[src/rtl/riscv151_csr_pkg.sv]
// Shared CSR definitions for the Riscv151 CSR unit: address map and funct3 encodings.
package riscv151_csr_pkg;

  localparam logic [11:0] CSR_TOHOST   = 12'h51e;
  localparam logic [11:0] CSR_CYCLE    = 12'hC00;
  localparam logic [11:0] CSR_CYCLEH   = 12'hC80;
  localparam logic [11:0] CSR_INSTRET  = 12'hC02;
  localparam logic [11:0] CSR_INSTRETH = 12'hC82;

  typedef enum logic [2:0] {
    F3_RW  = 3'b001,
    F3_RS  = 3'b010,
    F3_RC  = 3'b011,
    F3_RWI = 3'b101,
    F3_RSI = 3'b110,
    F3_RCI = 3'b111
  } csr_funct3_e;

  // 000 and 100 carry no CSR operation.
  function automatic logic f3_legal(input logic [2:0] f3);
    return f3[1:0] != 2'b00;
  endfunction

endpackage

[src/rtl/csr_counter64.sv]
// 64-bit free-running counter with enable and asynchronous active-high reset.
// The full-width add carries from the low word into the high word in the same edge.
module csr_counter64 (
  input  logic        clk,
  input  logic        rst,
  input  logic        i_en,
  output logic [63:0] o_count
);

  logic [63:0] r_count;

  always_ff @(posedge clk or posedge rst) begin
    if (rst) begin
      r_count <= '0;
    end else if (i_en) begin
      r_count <= r_count + 64'd1;
    end
  end

  assign o_count = r_count;

endmodule

[src/rtl/csr_unit.sv]
// CSR unit: decodes CSR instructions, owns tohost and the cycle/instret counters.
// csr_rdata is combinational from pre-edge state; writes and illegal_csr land one edge later.
module csr_unit
  import riscv151_csr_pkg::*;
#(
  parameter logic [31:0] RESET_TOHOST = 32'h0000_0000
) (
  input  logic        clk,
  input  logic        rst,
  input  logic        csr_valid,
  input  logic        stall,
  input  logic [2:0]  csr_funct3,
  input  logic [11:0] csr_addr,
  input  logic [31:0] rs1_data,
  input  logic [4:0]  uimm,
  input  logic        inst_retire,
  output logic [31:0] csr_rdata,
  output logic [31:0] tohost,
  output logic        test_done,
  output logic        test_pass,
  output logic        illegal_csr
);

  logic [31:0] r_tohost;
  logic        r_illegal;

  logic [63:0] w_cycle;
  logic [63:0] w_instret;
  logic        w_retire;
  logic [31:0] w_src;
  logic [31:0] w_old;
  logic [31:0] w_new;
  logic        w_mapped;
  logic        w_ro;
  logic        w_wr_intent;
  logic        w_illegal;
  logic        w_fire;
  logic        w_commit;

  assign w_retire = inst_retire & ~stall;

  csr_counter64 u_cycle (
    .clk     (clk),
    .rst     (rst),
    .i_en    (1'b1),
    .o_count (w_cycle)
  );

  csr_counter64 u_instret (
    .clk     (clk),
    .rst     (rst),
    .i_en    (w_retire),
    .o_count (w_instret)
  );

  assign w_src = csr_funct3[2] ? {27'b0, uimm} : rs1_data;

  always_comb begin
    w_mapped = 1'b1;
    w_ro     = 1'b1;
    w_old    = '0;
    case (csr_addr)
      CSR_TOHOST: begin
        w_ro  = 1'b0;
        w_old = r_tohost;
      end
      CSR_CYCLE:    w_old = w_cycle[31:0];
      CSR_CYCLEH:   w_old = w_cycle[63:32];
      CSR_INSTRET:  w_old = w_instret[31:0];
      CSR_INSTRETH: w_old = w_instret[63:32];
      default:      w_mapped = 1'b0;
    endcase
  end

  // Set/clear forms with a zero source index are pure reads; uimm carries the
  // rs1 index for register forms too.
  always_comb begin
    w_new       = w_src;
    w_wr_intent = 1'b0;
    case (csr_funct3)
      F3_RW, F3_RWI: begin
        w_new       = w_src;
        w_wr_intent = 1'b1;
      end
      F3_RS, F3_RSI: begin
        w_new       = w_old | w_src;
        w_wr_intent = (uimm != 5'd0);
      end
      F3_RC, F3_RCI: begin
        w_new       = w_old & ~w_src;
        w_wr_intent = (uimm != 5'd0);
      end
      default: begin
        w_new       = w_src;
        w_wr_intent = 1'b0;
      end
    endcase
  end

  assign w_illegal = ~f3_legal(csr_funct3) | ~w_mapped | (w_ro & w_wr_intent);
  assign w_fire    = csr_valid & ~stall;
  assign w_commit  = w_fire & w_wr_intent & ~w_illegal & (csr_addr == CSR_TOHOST);

  always_ff @(posedge clk or posedge rst) begin
    if (rst) begin
      r_tohost  <= RESET_TOHOST;
      r_illegal <= 1'b0;
    end else begin
      r_illegal <= w_fire & w_illegal;
      if (w_commit) begin
        r_tohost <= w_new;
      end
    end
  end

  assign csr_rdata   = (csr_valid & ~w_illegal) ? w_old : 32'h0;
  assign tohost      = r_tohost;
  assign test_done   = r_tohost[0];
  assign test_pass   = (r_tohost == 32'h0000_0001);
  assign illegal_csr = r_illegal;

endmodule

[config.mk]
export PLATFORM = sky130hd
export DESIGN_NAME = csr_unit
export DESIGN_NICKNAME = d
export VERILOG_FILES = /design/src/rtl/riscv151_csr_pkg.sv /design/src/rtl/csr_counter64.sv /design/src/rtl/csr_unit.sv
export SDC_FILE = /design/constraint.sdc
export NUM_CORES = 1
export LEC_CHECK = 0
export BUFFER_PORTS_ARGS = -buffer_cell sky130_fd_sc_hd__buf_2
export CAP_MARGIN = 20
export CORE_ASPECT_RATIO = 1.4
export CORE_MARGIN = 5
export CORE_UTILIZATION = 35
export CTS_BUF_LIST = sky130_fd_sc_hd__clkbuf_4 sky130_fd_sc_hd__clkbuf_8 sky130_fd_sc_hd__clkbuf_16
export CTS_CLUSTER_SIZE = 16
export DETAILED_ROUTE_END_ITERATION = 8
export PLACE_DENSITY_LB_ADDON = 0.2
export SLEW_MARGIN = 20
export SYNTH_ARGS = -nofsm -noshare
export SYNTH_HDL_FRONTEND = slang
export SYNTH_SLANG_ARGS = --single-unit
[constraint.sdc]
create_clock -name clk -period 7.9 [get_ports clk]
set_input_delay 1.58 -clock clk [delete_from_list [all_inputs] [get_ports clk]]
set_output_delay 1.58 -clock clk [all_outputs]
set_load 0.05 [all_outputs]
==> results of run 1 <==
==> power by group <==
group          switching [uW]  internal (uW)  total, uW  leakage, uW
Sequential               20.3            839        860      0.00221
Combinational            74.5           46.6        121      0.00258
Clock                     364            520        885     0.000305
==> worst max-delay path by stage <==
stage                   from       endpoint  slack [ns]
4_1_cts        csr_funct3[1]  csr_rdata[21]        2.12
5_1_grt        csr_funct3[1]  csr_rdata[21]        1.93
3_3_place_gp   csr_funct3[1]  csr_rdata[29]        2.19
3_5_place_dp   csr_funct3[1]  csr_rdata[21]        2.12
6_report       csr_funct3[1]  csr_rdata[16]        2.07
2_1_floorplan            rst    illegal_csr        1.97
==> critical path, stage by stage <==
cell and delay, ns:
buf_2 0.45, or4b_2 0.66, nor4_1 0.25, o22a_1 0.74, and3_1 0.28, buf_2 0.26
==> layout make-up <==
type                       instances  area (um2)
fill                            2635       15300
antenna                            1        2.50
tap                              324         405
sequential                       161        4030
clock buffer                      19         453
timing repair buffer             130         668
multi-input combinational        777        4880
inverter                           8        35.0
clock inverter                    13         176
==> layer usage <==
metal	wire length [um]	up-vias	track usage [%]
met3	867	47	3.15
met2	14600	182	33.6
met1	11500	3679	22.9
li1	-	3699	-
met5	0	-	0
met4	791	0	6.69
==> metrics by stage <==
| step | hold slack, ns | std cells |
|---|---|---|
| after floorplan | 0.435 | 1002 |
| after detailed placement | 0.470 | 1400 |
| final | 0.484 | 1433 |
| after CTS | 0.486 | 1432 |
| after global placement | 0.458 | 1400 |
| after global routing | 0.493 | 1433 |
==> sequential cells by signal (all words and copies together) (netlist names) <==
signal,cells
u_cycle.o_count,64
u_instret.o_count,64
tohost,32
illegal_csr,1
==> cell families (layout without fill, tap and decap cells) <==
logic type | Yosys count | in the layout | synth area share [%]
XOR/XNOR | 125 | 125 | 12.0
buffers and inverters | 64 | 170 | 2.74
flip-flops | 161 | 161 | 44.0
multiplexers | 68 | 68 | 8.00
AND/OR/NAND/NOR | 452 | 452 | 25.3
AO/OA/AOI/OAI | 130 | 130 | 7.73
adder cells (fa/ha/maj) | 2 | 2 | 0.273
other | 0 | 1 | 0
==> placed cells by master, fill, tap and decap left out, drive strengths merged, types with 6 or more instances in the layout <==
cell type  instances
a21oi             34
mux2i             36
clkinv             6
nor3              11
clkbuf            19
nor4              15
nand2b            28
nand2             81
and4              18
o21ai             61
xor2              46
and3              49
dfrtp            161
nand3             52
nor2             138
mux2              31
xnor2             79
inv               11
a31oi             30
buf              130
nand4             33
==> results by group, run 1 <==
STA
  • Final worst slack: 2.07 ns
  • Clock Skews: 0.0149 ns
  • Final Hold Vio Count: 0
  • Setup violations, final: 0
  • Fin crit period: 5.83 ns
  • Slew Viols, Final: 0
  • TNS Setup: 0 ns
  • Fmax: 172 MHz
  • Worst-Margin Slew: 1.02 ns
  • RSZ-0062 raised after global routing: no
  • Final Cycle Share: 73.7%
  • Max-Slew Margin vs Limit: 32.1%

Logic synthesis
  • Cell with the most instances after synthesis: dfrtp_1
  • Synth Register Bits: 161
  • Syn Nets: 1061
  • Top_reg_cell synth: dfrtp_1
  • Area contributors post-synth: dfrtp_1 (44%), xnor2_1 (7.6%), nor2_1 (5.7%), xor2_1 (4.4%), mux2i_1 (3.9%)
  • Synthesis Warnings: 0
  • Post-synthesis average cell area: 9.13 um2
  • Fraction of registers with async set/reset: 100%
  • Area share of the largest cell type after synthesis: 44.0%
  • Post-Syn Area: 9150 um2
  • Count of cell types in the netlist: 42
  • EDFF count, synth: 0
  • Most frequent cells after synthesis: dfrtp_1 (161), nor2_1 (138), nand2_1 (81)
  • Synthesized instance count: 1002
  • Sequential cell area fraction in the yosys report: 44.0%
  • Synth area leader: dfrtp_1

Setup path
  • Worst Path Arrival: 4.25 ns
  • R2R Path Start: u_instret.o_count[3]
  • CP startpoint kind: input port
  • Crit Reg-Reg Endpoint: u_instret.o_count[59]
  • Worst Reg-to-Reg Cells: 6
  • R2R setup slack: 5.09 ns
  • Crit Path Category: input port to primary output
  • Critical Path End Type: primary output
  • Critical Path RT: 6.32 ns
  • Critical Path Fanout Max: 32

Routing
  • Drt wl/cell: 19.4 um
  • # DRC: 0
  • DR iter-0 viols: 405
  • Drt total wl: 27800 um
  • Vias: 7607
  • Via-per-instance ratio: 5.31
  • Post-route antenna net violation count: 0
  • TritonRoute pass-1 iters: 5

Place
  • Placement Setup Slack: 2.12 ns
  • DP HPWL: 20400 um
  • Port bufs: 123
  • Cell area after placement: 10000 um2
  • GPL Wtd Cong: 0.812

Clocking
  • Reg clk slew, reported paths: 0.07 ns
  • Hold buffer count at cts: 0
  • Post-CTS resize count: 0
  • Post-CTS Setup Inserts: 0
  • Inserted Clock Buffers: 17
  • Htree depth: 4
  • Clock tree buffer depth: 2
  • Clock Latency Late Sink: 0.44 ns
  • Root Driver: clkbuf_16
  • Clk sinks: 161
  • CTS tree: done

Pwr
  • VDD IR-drop max: 0.121 mV
  • Total power: 1870 uW
  • LEAKAGE: 0.00510 uW
  • PD cells: 175 nW/um2

Floorplan
  • Starting density of the core: 35.3%
  • Die X: 147 um
  • Rows: 70
  • DIE HEIGHT: 201 um
  • Io pins: 124
  • Die area: 29500 um2
  • Core Region: 25900 um2

Hold path
  • Hold Crit Endpoint: u_instret.o_count[56]
  • Hold depth: 1
  • Hold_sp: u_instret.o_count[56]
  • Hold Path Class: flop to flop

Global routing
  • First-pass GRT wire length: 44000 um
  • Grt ovf: 0
  • Initial antenna violation count: 1
  • Largest net degree at the start of global routing: 95
  • GRT Util Overall: 18.9%
  • Vias in the first global route: 7507

Final layout
  • Final Cell Area: 10600 um2
  • Final #Nets: 1154
  • Post-layout util: 41.1%
  • Share of cells above drive strength 1: 18.5%
  • Synth-to-Final Area Change: 16.4%

Flow run
  • Max cap viols: 0

Run status
  • Outcome: complete, no violations
Power figures use the tool's default switching activity.
==> run 2: changes to the inputs <==
- clock period: 7.9 -> 5.28 ns (I/O delays scaled with it)
==> run 2 against run 1 <==
- via count is 0.16% higher
- core utilization is 0.15 points higher
- die area stayed put
- clock power is 48% higher
- clock skew is 0.0055 ns lower
- hold slack worse by 0.011 ns
- sequential share of layout area is 0.14 points lower
- non-clock buffer count is 3 higher
- highest routed layer unchanged
==> results by group, run 2 (synthesis results as in run 1) <==
Run status
  • Outcome: complete, no violations (unchanged)

Routing
  • Via-per-instance ratio: 5.31 (about the same)
  • TritonRoute pass-1 iters: 5 (unchanged)
  • Vias: 7619 (was 7607)
  • Post-route antenna net violation count: 0 (unchanged)
  • # DRC: 0 (unchanged)
  • Drt total wl: 27800 um (about the same)
  • DR iter-0 viols: 386 (was 405)
  • Drt wl/cell: 19.4 um (about the same)

Floorplan
  • Rows: 70 (unchanged)
  • Die X: 147 um (unchanged)
  • Die area: 29500 um2 (unchanged)
  • DIE HEIGHT: 201 um (unchanged)
  • Core Region: 25900 um2 (unchanged)
  • Starting density of the core: 35.3% (unchanged)
  • Io pins: 124 (unchanged)

Global routing
  • Largest net degree at the start of global routing: 162 (was 95)
  • Initial antenna violation count: 1 (unchanged)
  • Vias in the first global route: 7639 (was 7507)
  • GRT Util Overall: 18.9% (about the same)
  • First-pass GRT wire length: 44300 um (was 44000 um)
  • Grt ovf: 0 (unchanged)

Pwr
  • Sw power: 695 uW (was 459 uW)
  • VDD IR-drop max: 0.202 mV (was 0.121 mV)
  • LEAKAGE: 0.00512 uW (was 0.00510 uW)
  • Seq pwr share: 46.2% (was 46.1%)
  • PD cells: 260 nW/um2 (was 175 nW/um2)
  • Switching Fraction: 25.0% (was 24.6%)
  • Clock share of power: 47.1% (was 47.4%)
  • Internal power: 2090 uW (was 1410 uW)
  • Gate power share: 6.6% (was 6.5%)

Clocking
  • Inserted Clock Buffers: 17 (unchanged)
  • Post-CTS Setup Inserts: 0 (unchanged)
  • Htree depth: 4 (unchanged)
  • Root Driver: clkbuf_16 (unchanged)
  • Clock Latency Late Sink: 0.43 ns (was 0.44 ns)
  • Reg clk slew, reported paths: 0.07 ns (about the same)
  • CTS tree: done (unchanged)
  • Clk sinks: 161 (unchanged)
  • Clock tree buffer depth: 2 (unchanged)
  • Hold buffer count at cts: 0 (unchanged)
  • Post-CTS resize count: 0 (unchanged)

STA
  • Final Hold Vio Count: 0 (unchanged)
  • Max-Slew Margin vs Limit: 26.8% (was 32.1%)
  • Fmax: 237 MHz
  • RSZ-0062 raised after global routing: no (unchanged)
  • Final Cycle Share: 80.0%
  • Fin crit period: 4.22 ns
  • TNS Setup: 0 ns (unchanged)
  • Clock Skews: 0.00941 ns (was 0.0149 ns)
  • Setup violations, final: 0 (unchanged)
  • Worst-Margin Slew: 1.10 ns (was 1.02 ns)
  • Slew Viols, Final: 0 (unchanged)

Setup path
  • CP Launch Point: uimm[2] (was csr_funct3[1])
  • Critical Path RT: 4.22 ns (was 6.32 ns)
  • CP startpoint kind: input port (unchanged)
  • Worst Path Arrival: 3.17 ns (was 4.25 ns)
  • Critical Path End Type: primary output (unchanged)
  • Worst path slowest cell: or4b_2 (was o22a_1)
  • Crit Path Category: input port to primary output (unchanged)
  • R2R Path Start: u_instret.o_count[1] (was u_instret.o_count[3])
  • Cell breakdown of the critical path: buf_2 > or4b_2 > nor4_1 > o22a_1 > buf_4 > and3_1 > buf_2 (was buf_2 > or4b_2 > nor4_1 > o22a_1 > and3_1 > buf_2)
  • CP peak stage delay: 0.68 ns (was 0.74 ns)
  • Most frequent CP cell: buf_2 (unchanged)
  • Critical Path Fanout Max: 22 (was 32)

Hold path
  • Hold_sp: u_cycle.o_count[63] (was u_instret.o_count[56])
  • Hold Path Class: flop to flop (unchanged)

Final layout
  • Share of cells above drive strength 1: 18.6% (was 18.5%)
  • Synth-to-Final Area Change: 16.8% (was 16.4%)
  • Final #Nets: 1157 (was 1154)
  • Final Cell Area: 10700 um2 (was 10600 um2)
  • Area of the multi-input gates: 4880 um2 (about the same)
  • Register area: 4030 um2 (unchanged)
  • Commonest non-fill, non-tap cell in the layout: dfrtp_1 (unchanged)
  • Fill count: 2590 (was 2635)
  • Most used cells in the layout excluding fill and tap cells: dfrtp_1 (161), nor2_1 (138), buf_2 (123), nand2_1 (81), xnor2_1 (79) (unchanged)

Place
  • Port bufs: 123 (unchanged)
  • GPL Wtd Cong: 0.806 (was 0.812)
  • DP HPWL: 20400 um (about the same)
  • Cell area after placement: 10100 um2 (was 10000 um2)

Flow run
  • Max cap viols: 0 (unchanged)
-- run 2: cell count changes in the layout (fill, tap and decap cells not counted), moves of 2 or more --
cell,change
clkinv_2,+2
clkbuf_8,-2
clkinvlp_4,+2
clkinv_4,-4
buf_12,+3
-- run 2: area by class of cell --
cell class | count | area share (%)
tap | 324 | 3.79
multi-input combinational | 777 | 45.6
clock inverter | 14 | 1.67
clock buffer | 18 | 4.05
sequential | 161 | 37.7
antenna | 1 | 0.0234
timing repair buffer | 133 | 6.81
inverter | 8 | 0.316
-- run 2: power by group through the flow --
stage	Clock, uW	Sequential [uW]	Combinational [uW]
detailed placement	0	1310	189
floorplan	0	1300	125
global route	1390	1290	206
finish	1310	1290	185
global placement	0	1310	186
CTS	1340	1290	189
-- run 2: through the flow --
step	total power, uW	hold slack (ns)	worst slack [ns]	utilization, %	instances
2_1_floorplan	1430	0.435	0.916	-	1002
3_3_place_gp	1500	0.462	1.11	38.9	1403
3_5_place_dp	1500	0.469	1.07	38.9	1403
4_1_cts	2810	0.478	1.07	41.2	1435
5_1_grt	2890	0.494	0.876	41.2	1436
6_report	2780	0.473	1.06	41.2	1436
-- run 2: layer usage --
metal	share of wire, %	global-route usage, %
met5	0	0
met4	2.3	5.99
met3	3.0	3.09
met2	54	34.8
met1	40	22.4
-- run 2: final timing paths --
check | to | slack, ns | depth (start not counted)
min in group asynchronous | u_cycle.o_count[0] | 0.83 | 3
worst max register to register | u_instret.o_count[56] | 2.37 | 7
max in group asynchronous | tohost[18] | 3.68 | 3
worst min register to register | u_cycle.o_count[63] | 0.47 | 1
worst min-delay path | u_cycle.o_count[63] | 0.47 | 1
worst max-delay path | csr_rdata[16] | 1.06 | 7
-- run 2: worst max-delay path, delay by kind of cell --
kind | cells | cell delay (ns)
AND/OR/NAND/NOR | 3 | 1.10
buffers and inverters | 3 | 0.64
AO/OA/AOI/OAI | 1 | 0.37
